`src/rtl/frame_bank_scheduler.sv`:
```
// Ping-pong bank scheduler between frame producer and VGA scan-out; all outputs registered (1-cycle latency).
// Backpressure: wr_req waits with no wr_grant until a bank is neither full, filling, nor displayed.
module frame_bank_scheduler #(
  parameter int H_AREA       = 800,
  parameter int V_AREA       = 600,
  parameter int REPEAT       = 2,
  parameter int FRAME_PIXELS = H_AREA * V_AREA,
  parameter int ADDR_W       = $clog2(FRAME_PIXELS)
) (
  input  logic              CLK_40,
  input  logic              reset,
  input  logic              ACTIVE,
  input  logic              wr_req,
  input  logic              wr_done,
  output logic              wr_grant,
  output logic              wr_bank,
  output logic              wr_busy,
  output logic              read_bank1,
  output logic              read_bank2,
  output logic [ADDR_W-1:0] rd_addr,
  output logic              frame_tick,
  output logic              underrun
);

  localparam int REP_W = (REPEAT > 1) ? $clog2(REPEAT) : 1;
  localparam logic [REP_W-1:0]  REP_LAST  = REP_W'(REPEAT - 1);
  localparam logic [ADDR_W-1:0] ADDR_LAST = ADDR_W'(FRAME_PIXELS - 1);

  typedef enum logic {D_WAIT, D_SHOW} disp_state_t;
  typedef enum logic {W_IDLE, W_FILL} wr_state_t;

  disp_state_t       d_state, d_state_nxt;
  wr_state_t         w_state, w_state_nxt;
  logic [1:0]        full, full_nxt, full_set, full_clr, free;
  logic              disp, disp_nxt, other, other_full, fill_done;
  logic [REP_W-1:0]  rep_cnt, rep_cnt_nxt;
  logic              wr_grant_nxt, wr_bank_nxt, wr_busy_nxt;
  logic              read_bank1_nxt, read_bank2_nxt;
  logic [ADDR_W-1:0] rd_addr_nxt;
  logic              frame_tick_nxt, underrun_nxt;

  always_comb begin
    d_state_nxt    = d_state;
    w_state_nxt    = w_state;
    disp_nxt       = disp;
    rep_cnt_nxt    = rep_cnt;
    wr_grant_nxt   = 1'b0;
    wr_bank_nxt    = wr_bank;
    wr_busy_nxt    = wr_busy;
    rd_addr_nxt    = rd_addr;
    frame_tick_nxt = 1'b0;
    underrun_nxt   = 1'b0;
    full_set       = 2'b00;
    full_clr       = 2'b00;

    for (int b = 0; b < 2; b++) begin
      free[b] = !full[b] && !(wr_busy && (wr_bank == 1'(b))) &&
                !((d_state == D_SHOW) && (disp == 1'(b)));
    end

    fill_done  = (w_state == W_FILL) && wr_done;
    other      = ~disp;
    // A fill completing on the frame-end cycle is visible to the swap decision.
    other_full = full[other] || (fill_done && (wr_bank == other));

    case (w_state)
      W_IDLE: begin
        if (wr_req && (free != 2'b00)) begin
          wr_grant_nxt = 1'b1;
          wr_bank_nxt  = free[0] ? 1'b0 : 1'b1;
          wr_busy_nxt  = 1'b1;
          w_state_nxt  = W_FILL;
        end
      end
      W_FILL: begin
        if (wr_done) begin
          full_set[wr_bank] = 1'b1;
          wr_busy_nxt       = 1'b0;
          w_state_nxt       = W_IDLE;
        end
      end
      default: w_state_nxt = W_IDLE;
    endcase

    case (d_state)
      D_WAIT: begin
        rd_addr_nxt = '0;
        if (full != 2'b00) begin
          disp_nxt           = full[0] ? 1'b0 : 1'b1;
          full_clr[disp_nxt] = 1'b1;
          rep_cnt_nxt        = '0;
          d_state_nxt        = D_SHOW;
        end
      end
      D_SHOW: begin
        if (ACTIVE) begin
          if (rd_addr == ADDR_LAST) begin
            rd_addr_nxt    = '0;
            frame_tick_nxt = 1'b1;
            if (rep_cnt < REP_LAST) begin
              rep_cnt_nxt = rep_cnt + 1'b1;
            end else if (other_full) begin
              disp_nxt        = other;
              full_clr[other] = 1'b1;
              rep_cnt_nxt     = '0;
            end else begin
              underrun_nxt = 1'b1;
            end
          end else begin
            rd_addr_nxt = rd_addr + 1'b1;
          end
        end
      end
      default: d_state_nxt = D_WAIT;
    endcase

    // Clear after set so a bypassed fill is consumed rather than left full.
    full_nxt       = (full | full_set) & ~full_clr;
    read_bank1_nxt = (d_state_nxt == D_SHOW) && (disp_nxt == 1'b0);
    read_bank2_nxt = (d_state_nxt == D_SHOW) && (disp_nxt == 1'b1);
  end

  always_ff @(posedge CLK_40) begin
    if (reset) begin
      d_state    <= D_WAIT;
      w_state    <= W_IDLE;
      full       <= 2'b00;
      disp       <= 1'b0;
      rep_cnt    <= '0;
      wr_grant   <= 1'b0;
      wr_bank    <= 1'b0;
      wr_busy    <= 1'b0;
      read_bank1 <= 1'b0;
      read_bank2 <= 1'b0;
      rd_addr    <= '0;
      frame_tick <= 1'b0;
      underrun   <= 1'b0;
    end else begin
      d_state    <= d_state_nxt;
      w_state    <= w_state_nxt;
      full       <= full_nxt;
      disp       <= disp_nxt;
      rep_cnt    <= rep_cnt_nxt;
      wr_grant   <= wr_grant_nxt;
      wr_bank    <= wr_bank_nxt;
      wr_busy    <= wr_busy_nxt;
      read_bank1 <= read_bank1_nxt;
      read_bank2 <= read_bank2_nxt;
      rd_addr    <= rd_addr_nxt;
      frame_tick <= frame_tick_nxt;
      underrun   <= underrun_nxt;
    end
  end

endmodule

```
`config.mk`:
```
export PLATFORM = sky130hd
export DESIGN_NAME = frame_bank_scheduler
export DESIGN_NICKNAME = d
export VERILOG_FILES = /design/src/rtl/frame_bank_scheduler.sv
export SDC_FILE = /design/constraint.sdc
export NUM_CORES = 1
export LEC_CHECK = 0
export ABC_AREA = 1
export CAP_MARGIN = 20
export CELL_PAD_IN_SITES_DETAIL_PLACEMENT = 1
export CELL_PAD_IN_SITES_GLOBAL_PLACEMENT = 2
export CORE_MARGIN = 3
export CORE_UTILIZATION = 28
export DETAILED_ROUTE_END_ITERATION = 6
export GPL_TIMING_DRIVEN = 0
export HOLD_SLACK_MARGIN = 0.1
export PLACE_DENSITY_LB_ADDON = 0.1
export SYNTH_ARGS = -nofsm -noshare
export SYNTH_HDL_FRONTEND = slang
export SYNTH_SLANG_ARGS = --single-unit
export TNS_END_PERCENT = 30
```
`constraint.sdc`:
```
create_clock -name CLK_40 -period 2.2 [get_ports CLK_40]
set_input_delay 0.44 -clock CLK_40 [delete_from_list [all_inputs] [get_ports CLK_40]]
set_output_delay 0.44 -clock CLK_40 [all_outputs]
set_load 0.03 [all_outputs]
```
==> results of run 1 <==
[stage by stage]
step                      power, mW  instance area [um2]  hold slack [ns]  setup WS, ns
final                          1.30                 2260            0.507         0.240
after global routing           1.36                 2260            0.536        0.0911
after CTS                      1.33                 2260            0.515         0.220
after detailed placement      0.738                 2150            0.501       -0.0987
after global placement        0.736                 2150            0.480       -0.0817
after floorplan               0.688                 1770            0.468         0.444
[state kept, by name, summed over array words and instances, names as in the netlist]
name,flops
d_state,1
wr_grant,1
underrun,1
w_state,1
read_bank1,1
disp,1
frame_tick,1
rep_cnt,1
rd_addr,19
full,2
read_bank2,1
wr_bank,1
wr_busy,1
[metal layers]
layer  global-route usage [%]  share of wire (%)
met5                        0                  0
met4                     4.32                1.2
met3                     3.98                2.8
met2                     25.1                 45
met1                     21.7                 51
[power by group through the flow]
stage,combinational [mW],clock [mW],sequential [mW]
global placement,0.121,0,0.615
CTS,0.122,0.604,0.602
floorplan,0.0610,0,0.627
finish,0.119,0.575,0.602
detailed placement,0.121,0,0.616
global route,0.135,0.624,0.604
[synth_stat cells (3+ instances only)]
cell type,instances,area share (%)
nand4_1,7,2.5
inv_2,4,0.85
clkbuf_1,3,0.64
ha_1,3,2.1
o21ai_0,16,4.5
nand3_1,16,4.5
a21oi_1,25,7.1
nor2_4,4,2.5
xnor2_1,5,2.5
nor3_1,3,0.85
dfxtp_1,32,36
nand3_2,3,1.7
nor2_1,23,4.9
nand2_1,80,17
buf_2,3,0.85
nor2_2,4,1.4
nand2_2,3,1.1
inv_1,28,5.9
[worst reg2reg max path, cell delays in order, from the launching register on]
cell and delay [ns]:
dfxtp_1 0.44, inv_1 0.13, nand2_1 0.10, o21ai_0 0.08, o21ai_1 0.20, ha_1 0.30, o21ai_0 0.16, inv_1 0.05
nand4_1 0.10, nand3_2 0.10, a21oi_1 0.13
[path summary, 6_finish.rpt]
kind / slack (ns) / end / from
max: 0.24 / disp$_SDFF_PP0_ / wr_done
min: 0.51 / rd_addr[1]$_SDFFE_PP0N_ / rd_addr[1]$_SDFFE_PP0N_
max reg2reg: 0.32 / disp$_SDFF_PP0_ / disp$_SDFF_PP0_
min reg2reg: 0.51 / rd_addr[1]$_SDFFE_PP0N_ / rd_addr[1]$_SDFFE_PP0N_
[cell families (layout without fill, tap and decap cells)]
family | Yosys count | count (layout)
simple gates | 143 | 143
xor+xnor | 6 | 6
flops | 32 | 32
fa+ha+maj | 3 | 3
compound gates | 45 | 45
buf+inv | 40 | 77
[area by class of cell]
type	instances	area, um2	share of cell area, %
inverter	32	120	5.32
clock inverter	2	35.0	1.55
tap	75	93.8	4.16
sequential	32	641	28.4
buffer	8	41.3	1.83
multi-input combinational	197	965	42.7
clock buffer	6	72.6	3.21
timing repair buffer	29	290	12.9
==> results.txt, run 1 <==
Die span in y = 85.4 um
Clk root buf = clkbuf_8
Final WL = 5240 um
Worst Path Max Fanout = 4
Overflow after GRT = 0
Initial antenna violation count = 0
Switching fraction of total power = 25.3%
Syn nets = 277
Worst path bufs/invs = 2
Die Width = 85.4 um
Worst-skew pair later-pin latency = 0.29 ns
Slew @ Worst Pin = 0.695 ns
Instance count on the critical path = 9
Avg Inst Size Synth = 6.57 um2
Fmax = 0.510 GHz
Vias per std cell = 4.68
Drt wl/cell = 13.8 um
Most frequent cells in the layout = nand2_1 (80), dfxtp_1 (32), clkdlybuf4s50_1 (29)
Largest net degree at the start of global routing = 11
Critical-path top delay cell = clkdlybuf4s50_1
FP Rows = 28
Critical Path RT = 2.41 ns
TritonCTS clock tree = done
Post-layout nets = 313
DRC viols = 0
Comb pwr share = 9.2%
Type of destination of the critical path = flop
Fin. Hold Viols = 0
Gr usage total = 15.9%
GP Congestion = 0.806
Vias in the first global route = 1869
Via total after detailed routing = 1783
Post-Synthesis Cells = 269
# Post-CTS Setup Buffers = 0
Int Power = 968 uW
Xor and xnor area share after synthesis = 2.97%
Synthesized-area fraction occupied by adder cells = 2.12%
Worst hold stages = 2
H-tree depth = 2
Lkg Pwr = 0.808 nW
# fillers = 789
Largest family of logic cells by synthesized area = simple AND/OR/NAND/NOR gates
Post-synth EDFFs = 0
CP Cell Sequence = clkdlybuf4s50_1 -> nand2_1 -> o21ai_1 -> ha_1 -> o21ai_0 -> inv_1 -> nand4_1 -> nand3_2 -> a21oi_1
Setup Skew = 0.00459 ns
Clk sink count = 32
Tmin final = 1.96 ns
Worst vdd ir = 0.000276 V
Period utilization = 89.1%
Area delta synth->final = 27.8%
Clock power frac = 44.3%
Ys async rst share = 0%
Layout cells sized above 1 = 9.48%
Final core utilization = 37.5%
Die area = 0.00730 mm2
Switching power = 328 uW
Maxcap violations = 0
Power Dens Cells = 574 mW/mm2
Final Setup Violations = 0
RSZ-0062 raised after global routing = no
Synth cell types = 24
Diode count = 0
R2R depth = 10
Max clock buf depth = 2
Status = finished, final reports clean
ANT nets after route = 0
Drt first-iter violations = 48
Synth Area in Simple Gates = 36.5%
Sequential share of power = 46.5%
Clk pin slew, worst setup/hold paths = 0.07 ns
Seq/Total Area, Yosys = 36.3%
Core box area = 0.00603 mm2
Max-Slew Margin vs Limit = 53.7%
First-pass DRT Iterations = 4
Ys flop type = dfxtp_1
Dpl cells = 373
Slew Limit Fails = 0
Initial Utilization = 29.3%
Critical path class = input port to flop
First-pass GRT wire length = 9120 um
Setup total negative slack = 0 ns
Post_cts resized = 0
HPWL Detailed = 3910 um
Fin cells = 381
HP Class = flop to flop
CTS Buf Count = 5
Largest stage delay, worst path = 0.46 ns
Crit path max-delay family = compound AO/OA/AOI/OAI gates
IO Pins = 31
Synth warn = 0
Setup crit start kind = input port
Syn Std Cell Area = 0.00177 mm2
PortBufs = 29
Most common cell after layout, fill and taps aside = nand2_1
# hold bufs at CTS = 0
Worst Path Arrival = 2.17 ns
FF+latch count, synth = 32
Mux contribution to synthesized area = 0%
Synth Area in Compound Gates = 13.0%
No activity file was read; power rests on OpenSTA's default activity.
==> inputs of run 2 (changes only) <==
- CORE_UTILIZATION: 28 -> 30
- CTS_BUF_LIST: not set -> sky130_fd_sc_hd__clkbuf_2
- GPL_TIMING_DRIVEN: 0 -> not set
- clock period: 2.2 -> 2.3 ns (I/O delays scaled with it)
==> results.txt, run 2 (same netlist as run 1, synthesis figures left out) <==
ANT nets after route = 0 (unchanged)
Reg-to-reg critical path endpoint = read_bank1$_SDFF_PP0_ (was disp$_SDFF_PP0_)
RSZ-0062 raised after global routing = no (unchanged)
Max clock buf depth = 2 (unchanged)
Hold endpoint = wr_busy$_SDFFE_PP0P_ (was rd_addr[1]$_SDFFE_PP0N_)
Setup total negative slack = 0 ns (unchanged)
Fin. Hold Viols = 0 (unchanged)
Most common cell after layout, fill and taps aside = nand2_1 (unchanged)
Critical-path top delay cell = clkdlybuf4s50_1 (unchanged)
Vias per std cell = 4.71 (was 4.68)
Most flop-heavy register = rd_addr (unchanged)
Slew @ Worst Pin = 0.451 ns (was 0.695 ns)
Via total after detailed routing = 1766 (was 1783)
First-pass GRT wire length = 8380 um (was 9120 um)
PortBufs = 30 (was 29)
Worst Path Arrival = 1.64 ns (was 2.17 ns)
Initial Utilization = 31.5% (was 29.3%)
Core box area = 0.00561 mm2 (was 0.00603 mm2)
Worst vdd ir = 0.000214 V (was 0.000276 V)
Clk pin slew, worst setup/hold paths = 0.18 ns (was 0.07 ns)
# hold bufs at CTS = 0 (unchanged)
Reg-to-Reg Start = disp$_SDFF_PP0_ (unchanged)
Number of flip-flops under the largest register name = 19 (unchanged)
Largest stage delay, worst path = 0.73 ns (was 0.46 ns)
Post_cts resized = 0 (unchanged)
Diode count = 0 (unchanged)
HPWL Detailed = 3530 um (was 3910 um)
Gr usage total = 16.2% (was 15.9%)
Setup crit start kind = flop (was input port)
Worst hold stages = 2 (unchanged)
GP Congestion = 0.780 (was 0.806)
Critical path class = flop to output port (was input port to flop)
TritonCTS clock tree = done (unchanged)
First-pass DRT Iterations = 5 (was 4)
FP Rows = 27 (was 28)
Critical Path RT = 1.84 ns (was 2.41 ns)
Type of destination of the critical path = output port (was flop)
Clk sink count = 32 (unchanged)
Die span in y = 82.7 um (was 85.4 um)
Tmin final = 2.10 ns
Biggest regs = rd_addr (19), full (2) (unchanged)
Hold_sp = wr_busy$_SDFFE_PP0P_ (was rd_addr[1]$_SDFFE_PP0N_)
Overflow after GRT = 0 (unchanged)
Drt wl/cell = 13.0 um (was 13.8 um)
Final WL = 4860 um (was 5240 um)
Die Width = 82.7 um (was 85.4 um)
Fmax = 0.475 GHz
HP Class = flop to flop (unchanged)
Setup Skew = 0.00835 ns (was 0.00459 ns)
Most frequent cells in the layout = nand2_1 (80), dfxtp_1 (32), clkdlybuf4s50_1 (30) (was nand2_1 (80), dfxtp_1 (32), clkdlybuf4s50_1 (29))
Initial antenna violation count = 0 (unchanged)
IO Pins = 31 (unchanged)
Die area = 0.00685 mm2 (was 0.00730 mm2)
Worst path bufs/invs = 1 (was 2)
Period utilization = 91.5%
Worst Path Max Fanout = 8 (was 4)
Clk root buf = clkbuf_2 (was clkbuf_8)
Layout cells sized above 1 = 9.24% (was 9.48%)
H-tree depth = 2 (unchanged)
Final Setup Violations = 0 (unchanged)
Slew Limit Fails = 0 (unchanged)
Drt first-iter violations = 73 (was 48)
Post-route cell area = 0.00221 mm2 (was 0.00226 mm2)
Worst-skew pair later-pin latency = 0.38 ns (was 0.29 ns)
Crit path max-delay family = buffers and inverters (was compound AO/OA/AOI/OAI gates)
DRC viols = 0 (unchanged)
# fillers = 765 (was 789)
Lkg Pwr = 0.790 nW (was 0.808 nW)
Post-place instance area = 0.00215 mm2 (about the same)
Maxcap violations = 0 (unchanged)
Status = finished, final reports clean (unchanged)
R2r setup slk = 0.53 ns (was 0.32 ns)
Vias in the first global route = 1796 (was 1869)
Area delta synth->final = 25.0% (was 27.8%)
Power Dens Cells = 485 mW/mm2 (was 574 mW/mm2)
Max-Slew Margin vs Limit = 69.9% (was 53.7%)
Largest net degree at the start of global routing = 20 (was 11)
CP Cell Sequence = clkdlybuf4s50_1 (was clkdlybuf4s50_1 -> nand2_1 -> o21ai_1 -> ha_1 -> o21ai_0 -> inv_1 -> nand4_1 -> nand3_2 -> a21oi_1)
Post-layout nets = 310 (was 313)
R2R depth = 11 (was 10)
# Post-CTS Setup Buffers = 0 (unchanged)
CTS Buf Count = 5 (unchanged)
run 2: cell types whose count changed in the layout (fill, tap and decap cells not counted), sizes merged:
cell,before,now
clkbuf,9,5
clkdlybuf4s50,29,30
buf,5,4
clkinv,1,2
run 2: layout make-up:
type	count	area, um2	share of cell area, %
Multi-Input combinational cell	197	965	43.7
Timing Repair Buffer	34	330	15.0
Clock buffer	5	25.0	1.13
Tap cell	72	90.1	4.08
Sequential cell	32	641	29.0
Clock inverter	3	37.5	1.70
Inverter	32	120	5.44
run 2: power breakdown:
group	internal (mW)	switching (mW)
Clock	0.177	0.205
Combinational	0.0400	0.0673
Sequential	0.567	0.0136
run 2: routing by layer:
layer / vias to the layer above / global-route usage (%) / part of all wire (%)
li1: 928 / - / -
met1: 810 / 22.1 / 52
met2: 23 / 25.5 / 44
met3: 5 / 3.25 / 2.7
met4: 0 / 4.90 / 1.1
met5: - / 0 / 0
run 2: worst max path at each step:
stage,start,slack (ns),endpoint,cells after the start
final,rd_addr[11]$_SDFFE_PP0N_,0.20,rd_addr[11],1
after global routing,rd_addr[11]$_SDFFE_PP0N_,0.1,rd_addr[11],1
after CTS,rd_addr[11]$_SDFFE_PP0N_,0.15,rd_addr[11],1
after detailed placement,wr_done,0.19,read_bank1$_SDFF_PP0_,10
after global placement,wr_done,0.22,read_bank1$_SDFF_PP0_,10
after floorplan,wr_bank$_SDFFE_PP0P_,0.54,read_bank1$_SDFF_PP0_,9
run 2: through the flow:
stage / cells / hold slack, ns / power (mW) / worst slack (ns) / utilization [%]
6_report: 375 / 0.502 / 1.07 / 0.197 / 39.4
5_1_grt: 375 / 0.539 / 1.13 / 0.0989 / 39.4
4_1_cts: 375 / 0.507 / 1.10 / 0.154 / 39.4
3_5_place_dp: 367 / 0.482 / 0.702 / 0.187 / 38.3
3_3_place_gp: 367 / 0.482 / 0.702 / 0.216 / 38.3
2_1_floorplan: 269 / 0.468 / 0.658 / 0.544 / -
==> inputs of run 3 (changes only) <==
- clock period: 2.3 -> 2.59 ns (I/O delays scaled with it)
==> results.txt, run 3 (same netlist as run 1, synthesis figures left out) <==
Status = finished, final reports clean (unchanged)
ANT nets after route = 0 (unchanged)
Clk root buf = clkbuf_2 (unchanged)
Biggest regs = rd_addr (19), full (2) (unchanged)
Largest net degree at the start of global routing = 19 (was 20)
Reg-to-Reg Start = disp$_SDFF_PP0_ (unchanged)
Post_cts resized = 0 (unchanged)
Instance count on the critical path = 1 (unchanged)
Worst hold stages = 2 (unchanged)
Die Width = 82.7 um (unchanged)
Post-place instance area = 0.00215 mm2 (about the same)
Die span in y = 82.7 um (unchanged)
Worst Path Max Fanout = 8 (unchanged)
# Post-CTS Setup Buffers = 0 (unchanged)
Largest stage delay, worst path = 0.73 ns (about the same)
Power Total = 963 uW (was 1.07 mW)
Slew Limit Fails = 0 (unchanged)
Area delta synth->final = 25.6% (was 25.0%)
Initial antenna violation count = 0 (unchanged)
Drt first-iter violations = 73 (unchanged)
CTS Buf Count = 5 (unchanged)
Vias per std cell = 4.73 (was 4.71)
Fmax = 0.464 GHz
Clock power frac = 36.2% (was 35.8%)
Int Power = 707 uW (was 784 uW)
Slew @ Worst Pin = 0.445 ns (was 0.451 ns)
HP Class = flop to flop (unchanged)
Post-route cell area = 0.00222 mm2 (was 0.00221 mm2)
PortBufs = 30 (unchanged)
Setup Skew = 0.00844 ns (was 0.00835 ns)
Tmin final = 2.16 ns
Layout cells sized above 1 = 10.2% (was 9.24%)
Final Setup Violations = 0 (unchanged)
Hold_sp = wr_busy$_SDFFE_PP0P_ (unchanged)
Worst-skew pair later-pin latency = 0.37 ns (was 0.38 ns)
Clk sink count = 32 (unchanged)
Critical path class = flop to output port (unchanged)
Core box area = 0.00561 mm2 (unchanged)
Fin. Hold Viols = 0 (unchanged)
Crit path max-delay family = buffers and inverters (unchanged)
Most common cell after layout, fill and taps aside = nand2_1 (unchanged)
Lkg Pwr = 0.800 nW (was 0.790 nW)
Power Dens Cells = 434 mW/mm2 (was 485 mW/mm2)
Critical-path top delay cell = clkdlybuf4s50_1 (unchanged)
Type of destination of the critical path = output port (unchanged)
Period utilization = 83.3%
Vias in the first global route = 1747 (was 1796)
FP Rows = 27 (unchanged)
Gr usage total = 16.4% (was 16.2%)
Switching power = 256 uW (was 286 uW)
Reg-to-reg critical path endpoint = read_bank1$_SDFF_PP0_ (unchanged)
Comb pwr share = 10.7% (was 10.0%)
Via total after detailed routing = 1778 (was 1766)
Overflow after GRT = 0 (unchanged)
Die area = 0.00685 mm2 (unchanged)
Worst vdd ir = 0.000221 V (was 0.000214 V)
IO Pins = 31 (unchanged)
Setup crit start kind = flop (unchanged)
Max clock buf depth = 2 (unchanged)
Number of flip-flops under the largest register name = 19 (unchanged)
Critical Path RT = 2.07 ns (was 1.84 ns)
TritonCTS clock tree = done (unchanged)
Sequential share of power = 53.1% (was 54.2%)
Worst path bufs/invs = 1 (unchanged)
Switching fraction of total power = 26.6% (was 26.7%)
Most flop-heavy register = rd_addr (unchanged)
Hold_ws = 0.507 ns (was 0.502 ns)
R2R depth = 11 (unchanged)
Max-Slew Margin vs Limit = 70.3% (was 69.9%)
Post-layout nets = 311 (was 310)
HPWL Detailed = 3570 um (was 3530 um)
# hold bufs at CTS = 0 (unchanged)
Most frequent cells in the layout = nand2_1 (80), dfxtp_1 (32), clkdlybuf4s50_1 (30) (unchanged)
Clk pin slew, worst setup/hold paths = 0.18 ns (about the same)
GP Congestion = 0.744 (was 0.780)
CP Cell Sequence = clkdlybuf4s50_1 (unchanged)
Final WL = 4890 um (was 4860 um)
Initial Utilization = 31.5% (unchanged)
H-tree depth = 2 (unchanged)
Hold endpoint = wr_busy$_SDFFE_PP0P_ (unchanged)
Worst Path Arrival = 1.64 ns (about the same)
Setup total negative slack = 0 ns (unchanged)
First-pass DRT Iterations = 4 (was 5)
Drt wl/cell = 13.0 um (about the same)
Maxcap violations = 0 (unchanged)
Diode count = 0 (unchanged)
DRC viols = 0 (unchanged)
First-pass GRT wire length = 8470 um (was 8380 um)
R2r setup slk = 0.80 ns (was 0.53 ns)
RSZ-0062 raised after global routing = no (unchanged)
run 3: cell types whose count changed in the layout (fill, tap and decap cells not counted), sizes merged:
cell	previous run	this run
buf	4	5
clkbuf	5	6
clkinv	2	1
run 3: per-stage QoR:
step / cells / utilization (%) / setup slack [ns]
after floorplan: 269 / - / 0.834
after global placement: 368 / 38.4 / 0.447
after detailed placement: 368 / 38.4 / 0.419
after CTS: 376 / 39.6 / 0.367
after global routing: 376 / 39.6 / 0.307
final: 376 / 39.6 / 0.433
run 3: how the worst max path moves through the flow:
| stage | from | endpoint | slack (ns) |
|---|---|---|---|
| floorplan | wr_bank$_SDFFE_PP0P_ | read_bank1$_SDFF_PP0_ | 0.83 |
| global placement | wr_done | read_bank1$_SDFF_PP0_ | 0.45 |
| detailed placement | wr_done | read_bank1$_SDFF_PP0_ | 0.42 |
| CTS | rd_addr[11]$_SDFFE_PP0N_ | rd_addr[11] | 0.37 |
| global route | rd_addr[11]$_SDFFE_PP0N_ | rd_addr[11] | 0.31 |
| finish | rd_addr[11]$_SDFFE_PP0N_ | rd_addr[11] | 0.43 |
run 3: power by group through the flow:
stage	Combinational (mW)	Clock, mW	Sequential [mW]
floorplan	0.0518	0	0.533
global placement	0.104	0	0.521
detailed placement	0.105	0	0.522
CTS	0.105	0.372	0.512
global route	0.117	0.390	0.514
finish	0.103	0.349	0.511
run 3: per-layer routing:
| layer | vias to the layer above | GRT usage [%] | wire, um |
|---|---|---|---|
| li1 | 927 | - | - |
| met1 | 818 | 23.2 | 2580 |
| met2 | 28 | 24.6 | 2120 |
| met3 | 5 | 3.58 | 132 |
| met4 | 0 | 4.90 | 59 |
| met5 | - | 0 | 0 |
run 3: layout make-up:
cell class	count	area (um2)
multi-input combinational	197	965
clock inverter	2	35.0
clock buffer	6	30.0
sequential	32	641
tap	72	90.1
inverter	32	120
timing repair buffer	35	338
fill	746	3390
